<file path="src/rtl/md_issue_ctrl_if.sv">
// md_issue_ctrl_if: EX-stage <-> multiply/divide issue bundle.
//
// Signals
//   Valid     EX stage holds a valid instruction
//   Op        decoded MD op of the EX instruction (MDSEL_W bits)
//   HiLoRead  EX instruction is mfhi/mflo
//   RsData    forwarded rs operand (32)
//   RtData    forwarded rt operand (32)
//   Flush     EX instruction is being killed this cycle
//   Stall     hold IF/ID/EX this cycle (combinational from the controller)
//   MDStart   registered Start pulse to the MD unit
//   MDSel     registered op to the MD unit
//   MDA/MDB   registered operands to the MD unit
//
// Modports
//   master : the EX stage side (drives the instruction, sees Stall/MD outputs)
//   slave  : the issue controller
interface md_issue_ctrl_if #(
  parameter int MDSEL_W = 3
);
  logic               Valid;
  logic [MDSEL_W-1:0] Op;
  logic               HiLoRead;
  logic [31:0]        RsData;
  logic [31:0]        RtData;
  logic               Flush;
  logic               Stall;
  logic               MDStart;
  logic [MDSEL_W-1:0] MDSel;
  logic [31:0]        MDA;
  logic [31:0]        MDB;

  modport master (
    output Valid, Op, HiLoRead, RsData, RtData, Flush,
    input  Stall, MDStart, MDSel, MDA, MDB
  );

  modport slave (
    input  Valid, Op, HiLoRead, RsData, RtData, Flush,
    output Stall, MDStart, MDSel, MDA, MDB
  );
endinterface

</file>
<file path="src/rtl/md_issue_ctrl.sv">
// md_issue_ctrl: EX-stage front end of the multiply/divide unit.
//
// Accepts mult/multu/div/divu/mthi/mtlo and mfhi/mflo from EX, drives the MD
// unit's Start/MDSel/A/B from registers, tracks MD occupancy with a private
// latency countdown (never looks at MD Busy, which already contains Start),
// and raises Stall for structural and HI/LO hazards.
//
// Ports
//   Clk         clock
//   Reset       synchronous, active-high reset
//   bus         md_issue_ctrl_if.slave (Valid/Op/HiLoRead/RsData/RtData/Flush
//               in, Stall/MDStart/MDSel/MDA/MDB out)
//   StallCount  saturating count of stalled cycles (32)
//   DbgCnt      current occupancy countdown value, for observation
//
// Build option
//   MD_STALL_CNT_EN  when defined, StallCount counts edges with Stall=1 and
//                    saturates at 32'hFFFFFFFF; otherwise it is tied to 0.
//
// Handshake: an EX instruction is taken by this block in the cycle where
// Valid=1, Flush=0 and Stall=0; while Stall=1 EX must hold Valid/Op/operands
// unchanged. Flush withdraws the instruction in the same cycle without
// affecting anything already registered.
module md_issue_ctrl #(
  parameter int MDSEL_W  = 3,
  parameter int MULT_LAT = 5,
  parameter int DIV_LAT  = 10,
  parameter int CNT_W    = 4
) (
  input  logic               Clk,
  input  logic               Reset,
  md_issue_ctrl_if.slave     bus,
  output logic [31:0]        StallCount,
  output logic [CNT_W-1:0]   DbgCnt
);

  // MD op codes, mirroring the MDSEL_* codes of head.v; any other value
  // (including 0) means "no MD op".
  localparam logic [MDSEL_W-1:0] SEL_MULT  = MDSEL_W'(1);
  localparam logic [MDSEL_W-1:0] SEL_MULTU = MDSEL_W'(2);
  localparam logic [MDSEL_W-1:0] SEL_DIV   = MDSEL_W'(3);
  localparam logic [MDSEL_W-1:0] SEL_DIVU  = MDSEL_W'(4);
  localparam logic [MDSEL_W-1:0] SEL_MTHI  = MDSEL_W'(5);
  localparam logic [MDSEL_W-1:0] SEL_MTLO  = MDSEL_W'(6);

  localparam logic [CNT_W-1:0] MULT_LAT_C = CNT_W'(MULT_LAT);
  localparam logic [CNT_W-1:0] DIV_LAT_C  = CNT_W'(DIV_LAT);
  localparam logic [CNT_W-1:0] CNT_ONE    = CNT_W'(1);
  localparam logic [CNT_W-1:0] CNT_ZERO   = '0;

  logic [CNT_W-1:0]   cnt;
  logic               md_start_q;
  logic [MDSEL_W-1:0] md_sel_q;
  logic [31:0]        md_a_q;
  logic [31:0]        md_b_q;

  logic op_is_long;
  logic op_is_md;
  logic sel_is_mult;
  logic sel_is_div;
  logic block_issue;
  logic block_read;
  logic live;
  logic stall;
  logic accept;

  always_comb begin
    op_is_long  = (bus.Op == SEL_MULT) || (bus.Op == SEL_MULTU) ||
                  (bus.Op == SEL_DIV)  || (bus.Op == SEL_DIVU);
    op_is_md    = op_is_long || (bus.Op == SEL_MTHI) || (bus.Op == SEL_MTLO);
    sel_is_mult = (md_sel_q == SEL_MULT) || (md_sel_q == SEL_MULTU);
    sel_is_div  = (md_sel_q == SEL_DIV)  || (md_sel_q == SEL_DIVU);

    // A new op may issue when cnt==1: its Start lands as MD goes idle.
    // A long Start sitting in the register has not loaded cnt yet, so it
    // blocks on its own.
    block_issue = (cnt > CNT_ONE) || (md_start_q && (sel_is_mult || sel_is_div));
    // HI/LO reads wait for every outstanding write, including mthi/mtlo.
    block_read  = (cnt != CNT_ZERO) || md_start_q;

    live   = bus.Valid && !bus.Flush;
    stall  = live && ((op_is_md && block_issue) || (bus.HiLoRead && block_read));
    accept = live && op_is_md && !block_issue;
  end

  always_ff @(posedge Clk) begin
    if (Reset) begin
      md_start_q <= 1'b0;
      md_sel_q   <= '0;
      md_a_q     <= '0;
      md_b_q     <= '0;
      cnt        <= '0;
    end else begin
      md_start_q <= accept;
      if (accept) begin
        md_sel_q <= bus.Op;
        md_a_q   <= bus.RsData;
        md_b_q   <= bus.RtData;
      end

      if (md_start_q && sel_is_mult) begin
        cnt <= MULT_LAT_C;
      end else if (md_start_q && sel_is_div) begin
        cnt <= DIV_LAT_C;
      end else if (cnt != CNT_ZERO) begin
        cnt <= cnt - CNT_ONE;
      end
    end
  end

  assign bus.Stall   = stall;
  assign bus.MDStart = md_start_q;
  assign bus.MDSel   = md_sel_q;
  assign bus.MDA     = md_a_q;
  assign bus.MDB     = md_b_q;
  assign DbgCnt      = cnt;

`ifdef MD_STALL_CNT_EN
  logic [31:0] stall_count_q;

  always_ff @(posedge Clk) begin
    if (Reset) begin
      stall_count_q <= '0;
    end else if (stall && (stall_count_q != 32'hFFFF_FFFF)) begin
      stall_count_q <= stall_count_q + 32'd1;
    end
  end

  assign StallCount = stall_count_q;
`else
  assign StallCount = 32'd0;
`endif

endmodule
</file>
<file path="src/flat_wrapper.sv">
// flat-port wrapper written by rule: the top's interface ports become plain ports
module md_issue_ctrl_flat 
#(
  parameter int MDSEL_W  = 3,
  parameter int MULT_LAT = 5,
  parameter int DIV_LAT  = 10,
  parameter int CNT_W    = 4
)
  (Clk, Reset, StallCount, DbgCnt, bus_Valid, bus_Op, bus_HiLoRead, bus_RsData, bus_RtData, bus_Flush, bus_Stall, bus_MDStart, bus_MDSel, bus_MDA, bus_MDB);
  md_issue_ctrl_if #(.MDSEL_W(MDSEL_W)) bus_i ();
  input  logic Clk;
  input  logic Reset;
  output logic [31:0] StallCount;
  output logic [CNT_W-1:0] DbgCnt;
  input wire logic [$bits(bus_i.Valid)-1:0] bus_Valid;
  input wire logic [$bits(bus_i.Op)-1:0] bus_Op;
  input wire logic [$bits(bus_i.HiLoRead)-1:0] bus_HiLoRead;
  input wire logic [$bits(bus_i.RsData)-1:0] bus_RsData;
  input wire logic [$bits(bus_i.RtData)-1:0] bus_RtData;
  input wire logic [$bits(bus_i.Flush)-1:0] bus_Flush;
  output wire logic [$bits(bus_i.Stall)-1:0] bus_Stall;
  output wire logic [$bits(bus_i.MDStart)-1:0] bus_MDStart;
  output wire logic [$bits(bus_i.MDSel)-1:0] bus_MDSel;
  output wire logic [$bits(bus_i.MDA)-1:0] bus_MDA;
  output wire logic [$bits(bus_i.MDB)-1:0] bus_MDB;
  assign bus_i.Valid = bus_Valid;
  assign bus_i.Op = bus_Op;
  assign bus_i.HiLoRead = bus_HiLoRead;
  assign bus_i.RsData = bus_RsData;
  assign bus_i.RtData = bus_RtData;
  assign bus_i.Flush = bus_Flush;
  assign bus_Stall = bus_i.Stall;
  assign bus_MDStart = bus_i.MDStart;
  assign bus_MDSel = bus_i.MDSel;
  assign bus_MDA = bus_i.MDA;
  assign bus_MDB = bus_i.MDB;
  md_issue_ctrl #(.MDSEL_W(MDSEL_W), .MULT_LAT(MULT_LAT), .DIV_LAT(DIV_LAT), .CNT_W(CNT_W)) u_core (.Clk(Clk), .Reset(Reset), .bus(bus_i), .StallCount(StallCount), .DbgCnt(DbgCnt));
endmodule
</file>
<file path="config.mk">
export PLATFORM = sky130hd
export DESIGN_NAME = md_issue_ctrl_flat
export DESIGN_NICKNAME = d
export VERILOG_FILES = /design/src/rtl/md_issue_ctrl_if.sv /design/src/rtl/md_issue_ctrl.sv /design/src/flat_wrapper.sv
export SDC_FILE = /design/constraint.sdc
export NUM_CORES = 1
export LEC_CHECK = 0
export CORE_MARGIN = 2
export CORE_UTILIZATION = 35
export CTS_BUF_LIST = sky130_fd_sc_hd__clkbuf_4
export CTS_CLUSTER_SIZE = 25
export DETAILED_ROUTE_END_ITERATION = 16
export HOLD_SLACK_MARGIN = 0.03
export PLACE_DENSITY_LB_ADDON = 0.08
export SLEW_MARGIN = 20
export SYNTH_ARGS = -nofsm -noshare
export SYNTH_HDL_FRONTEND = slang
export SYNTH_SLANG_ARGS = --single-unit
</file>
<file path="constraint.sdc">
create_clock -name Clk -period 3.22 [get_ports Clk]
set_clock_uncertainty 0.05 [all_clocks]
set_input_delay 0.966 -clock Clk [delete_from_list [all_inputs] [get_ports Clk]]
set_output_delay 0.966 -clock Clk [all_outputs]
set_load 0.02 [all_outputs]
</file>
==> results.json <==
{
  "dr_total_vias": 2704,
  "postSynthRegisterBits": 72,
  "max_fo_critical_path": 3,
  "cts_tree": "built",
  "antenna-diode-count": 0,
  "cpPeakStageDelay_ns": 0.44,
  "timing.setup.tns_ns": 0,
  "drt_first_pass_iters": 4,
  "critical_path.cell_chain": "clkdlybuf4s50_1 -> or3_1 -> nand3_1 -> o21ai_0 -> buf_2",
  "vias_per_cell": 4.21,
  "worst_ep_arrival_time_ns": 2.12,
  "numClockSinks": 72,
  "place.detailed.instances": 627,
  "hpwl_um": 5640,
  "cts.repair.resized": 5,
  "mostFrequentLayoutCells": "142 x sky130_fd_sc_hd__clkdlybuf4s50_1, 134 x sky130_fd_sc_hd__nand2b_1, 72 x sky130_fd_sc_hd__dfxtp_1, 68 x sky130_fd_sc_hd__mux2i_1, 32 x sky130_fd_sc_hd__conb_1",
  "ir_worst_vdd_mv": 0.249,
  "final.min_clock_period_ns": 3.13,
  "chipWidth_um": 104,
  "layout.nets": 579,
  "fmax_mhz": 319,
  "cpMaxStageDelayCell": "sky130_fd_sc_hd__clkdlybuf4s50_1",
  "root_buffer_master": "sky130_fd_sc_hd__clkbuf_4",
  "maxCapViolCount": 0,
  "clock_insertion_delay_worst_skew_ns": 0.39,
  "grt_overflow_total": 0,
  "avg_wl_per_cell_um": 12.1,
  "pwr_density_cell_nw_per_um2": 513,
  "power_mw": 2.63,
  "avgSynthCellArea_um2": 9.68,
  "tritoncts.num_buffers": 9,
  "worst_flop_to_flop_path_startpoint": "u_core.DbgCnt[0]$_SDFFE_PP0P_",
  "timing.hold.worst.start": "u_core.bus.MDA[6]$_SDFFE_PP0P_",
  "timing.final.crit_share_pct": 97.3,
  "detail_route.drc_violations": 0,
  "nFillCells": 967,
  "timing.max_slew.rel_slack_pct": 66.5,
  "slew_viol_final": 0,
  "htree_num_levels": 3,
  "route.antenna.remaining_nets": 0,
  "io_pins": 177,
  "whs_ns": 0.429,
  "antenna_found_initial": 0,
  "first_pass_grt_wire_length_um": 12500,
  "ys_seq_area_share_pct": 40.8,
  "worst-endpoint-required_ns": 2.20,
  "detail_route.wirelength_um": 7800,
  "cts_buffer_depth": 2,
  "syn-cell-area_um2": 3530,
  "cp-start-kind": "input port",
  "min-delay-path-class": "flop to flop",
  "hold_viol": 0,
  "postCtsSetupBuffers": 0,
  "grt_max_degree": 52,
  "die_area_um2": 10900,
  "crit_buf_inv": 2,
  "total_area_of_multi_input_combinational_cells_um2": 1870,
  "global_route.usage.total_pct": 14.1,
  "cts_hold_buffers": 0,
  "layout-drive-gt1-share_pct": 5.49,
  "synthesis.yosys.warnings": 0,
  "worst_path_dominant_cell_family": "buffers and inverters",
  "worstMarginPinSlew_ns": 0.502,
  "register_area_um2": 1440,
  "gp_congestion": 0.703,
  "final_cells": 643,
  "drt_iter0_markers": 42,
  "end_kind": "output port",
  "die_height_um": 104,
  "worst_setup_hold_path_clk_slew_ns": 0.12,
  "area_growth_pct": 45.0,
  "count_of_input_and_output_buffers": 144,
  "grt_pass1_vias": 2582,
  "setup_repair_after_global_routing_missed_its_margin": "false",
  "layout_commonest_cell": "sky130_fd_sc_hd__clkdlybuf4s50_1",
  "synth.distinct_cells": 24,
  "critPathLaunch": "bus_Op[0]",
  "status": "complete, no violations",
  "mapped_cells": 365,
  "worstSetupPathType": "input port to output port",
  "standard_cell_row_count": 36,
  "area_of_the_placeable_core_um2": 9770,
  "setup_viol": 0,
  "total_leakage_power_nw": 1.84,
  "start_util_pct": 36.1
}
==> worst min-delay path: stages, from the launching register on <==
cell and delay, ns:
sky130_fd_sc_hd__dfxtp_1 0.33, sky130_fd_sc_hd__nand2b_1 0.06, sky130_fd_sc_hd__mux2i_1 0.05
==> sequential cells by signal, indices dropped and copies added (netlist names) <==
signal,flops
u_core.DbgCnt,4
u_core.bus.MDA,32
u_core.bus.MDB,32
u_core.bus.MDSel,3
u_core.bus.MDStart,1
==> routing by layer <==
layer | routed length, µm | GRT usage [%] | vias to the layer above
met5 | 0 | 0 | -
met1 | 3270 | 16.2 | 1210
met2 | 3670 | 23.3 | 97
met3 | 780 | 5.95 | 6
met4 | 72 | 5.21 | 0
li1 | - | - | 1391
==> final cells by class <==
cell class | count | share of cell area, %
inverters | 2 | 0.147
clock buffers | 10 | 1.47
well taps | 133 | 3.25
repair buffers | 152 | 29.4
flip-flops and latches | 72 | 28.1
multi-input cells | 268 | 36.5
clock inverters | 6 | 1.17
==> cells in the mapped netlist <==
cell type / n / area, µm²
sky130_fd_sc_hd__mux2i_1: 68 / 681
sky130_fd_sc_hd__nor3_1: 1 / 5.00
sky130_fd_sc_hd__ha_1: 2 / 25.0
sky130_fd_sc_hd__or3_1: 2 / 12.5
sky130_fd_sc_hd__nand2_1: 2 / 7.51
sky130_fd_sc_hd__a211oi_1: 2 / 15.0
sky130_fd_sc_hd__nand2b_1: 134 / 838
sky130_fd_sc_hd__o211ai_1: 1 / 7.51
sky130_fd_sc_hd__nor3b_1: 2 / 15.0
sky130_fd_sc_hd__dfxtp_1: 72 / 1440
sky130_fd_sc_hd__buf_2: 4 / 20.0
sky130_fd_sc_hd__a21oi_1: 4 / 20.0
sky130_fd_sc_hd__conb_1: 1 / 3.75
sky130_fd_sc_hd__a211oi_2: 1 / 12.5
sky130_fd_sc_hd__or3b_2: 1 / 8.76
sky130_fd_sc_hd__and3b_1: 1 / 8.76
sky130_fd_sc_hd__nor2b_1: 2 / 12.5
sky130_fd_sc_hd__o21ai_0: 4 / 20.0
sky130_fd_sc_hd__nand3_1: 2 / 10.0
sky130_fd_sc_hd__buf_4: 35 / 263
sky130_fd_sc_hd__nor2_1: 4 / 15.0
sky130_fd_sc_hd__inv_1: 2 / 7.51
sky130_fd_sc_hd__xnor2_1: 3 / 26.3
sky130_fd_sc_hd__clkbuf_1: 15 / 56.3
==> power breakdown <==
group | internal (mW) | switching (mW)
Clock | 0.242 | 0.318
Sequential | 1.01 | 0.0771
Combinational | 0.497 | 0.485
==> final timing paths <==
path,end,slack [ns],cells past startpoint
hold / removal,u_core.bus.MDA[6]$_SDFFE_PP0P_,0.43,2
setup reg to reg,u_core.bus.MDA[19]$_SDFFE_PP0P_,1.34,6
setup / recovery,bus_Stall,0.09,5
hold reg to reg,u_core.bus.MDA[6]$_SDFFE_PP0P_,0.43,2
==> cells by family (layout without fill, tap and decap cells) <==
group                      count (synthesis)  after routing  synth area share, %
and+or+nand+nor                          151            151                 26.4
AOI/OAI and AO/OA                         12             12                 2.13
adders and majority gates                  2              2                0.708
buffers and inverters                     56            170                 9.81
muxes                                     68             68                 19.3
DFF                                       72             72                 40.8
other                                      1             32                0.106
xor gates and xnor gates                   3              3                0.744
==> per-stage QoR <==
stage | setup WS, ns | util, % | instance area, µm²
after floorplan | 0.487 | - | 3650
after global placement | -0.278 | 51.1 | 4990
after detailed placement | -0.297 | 51.1 | 4990
after CTS | 0.0792 | 52.4 | 5120
after global routing | 0.0386 | 52.4 | 5120
final | 0.0868 | 52.4 | 5120
Power figures use the tool's default switching activity.
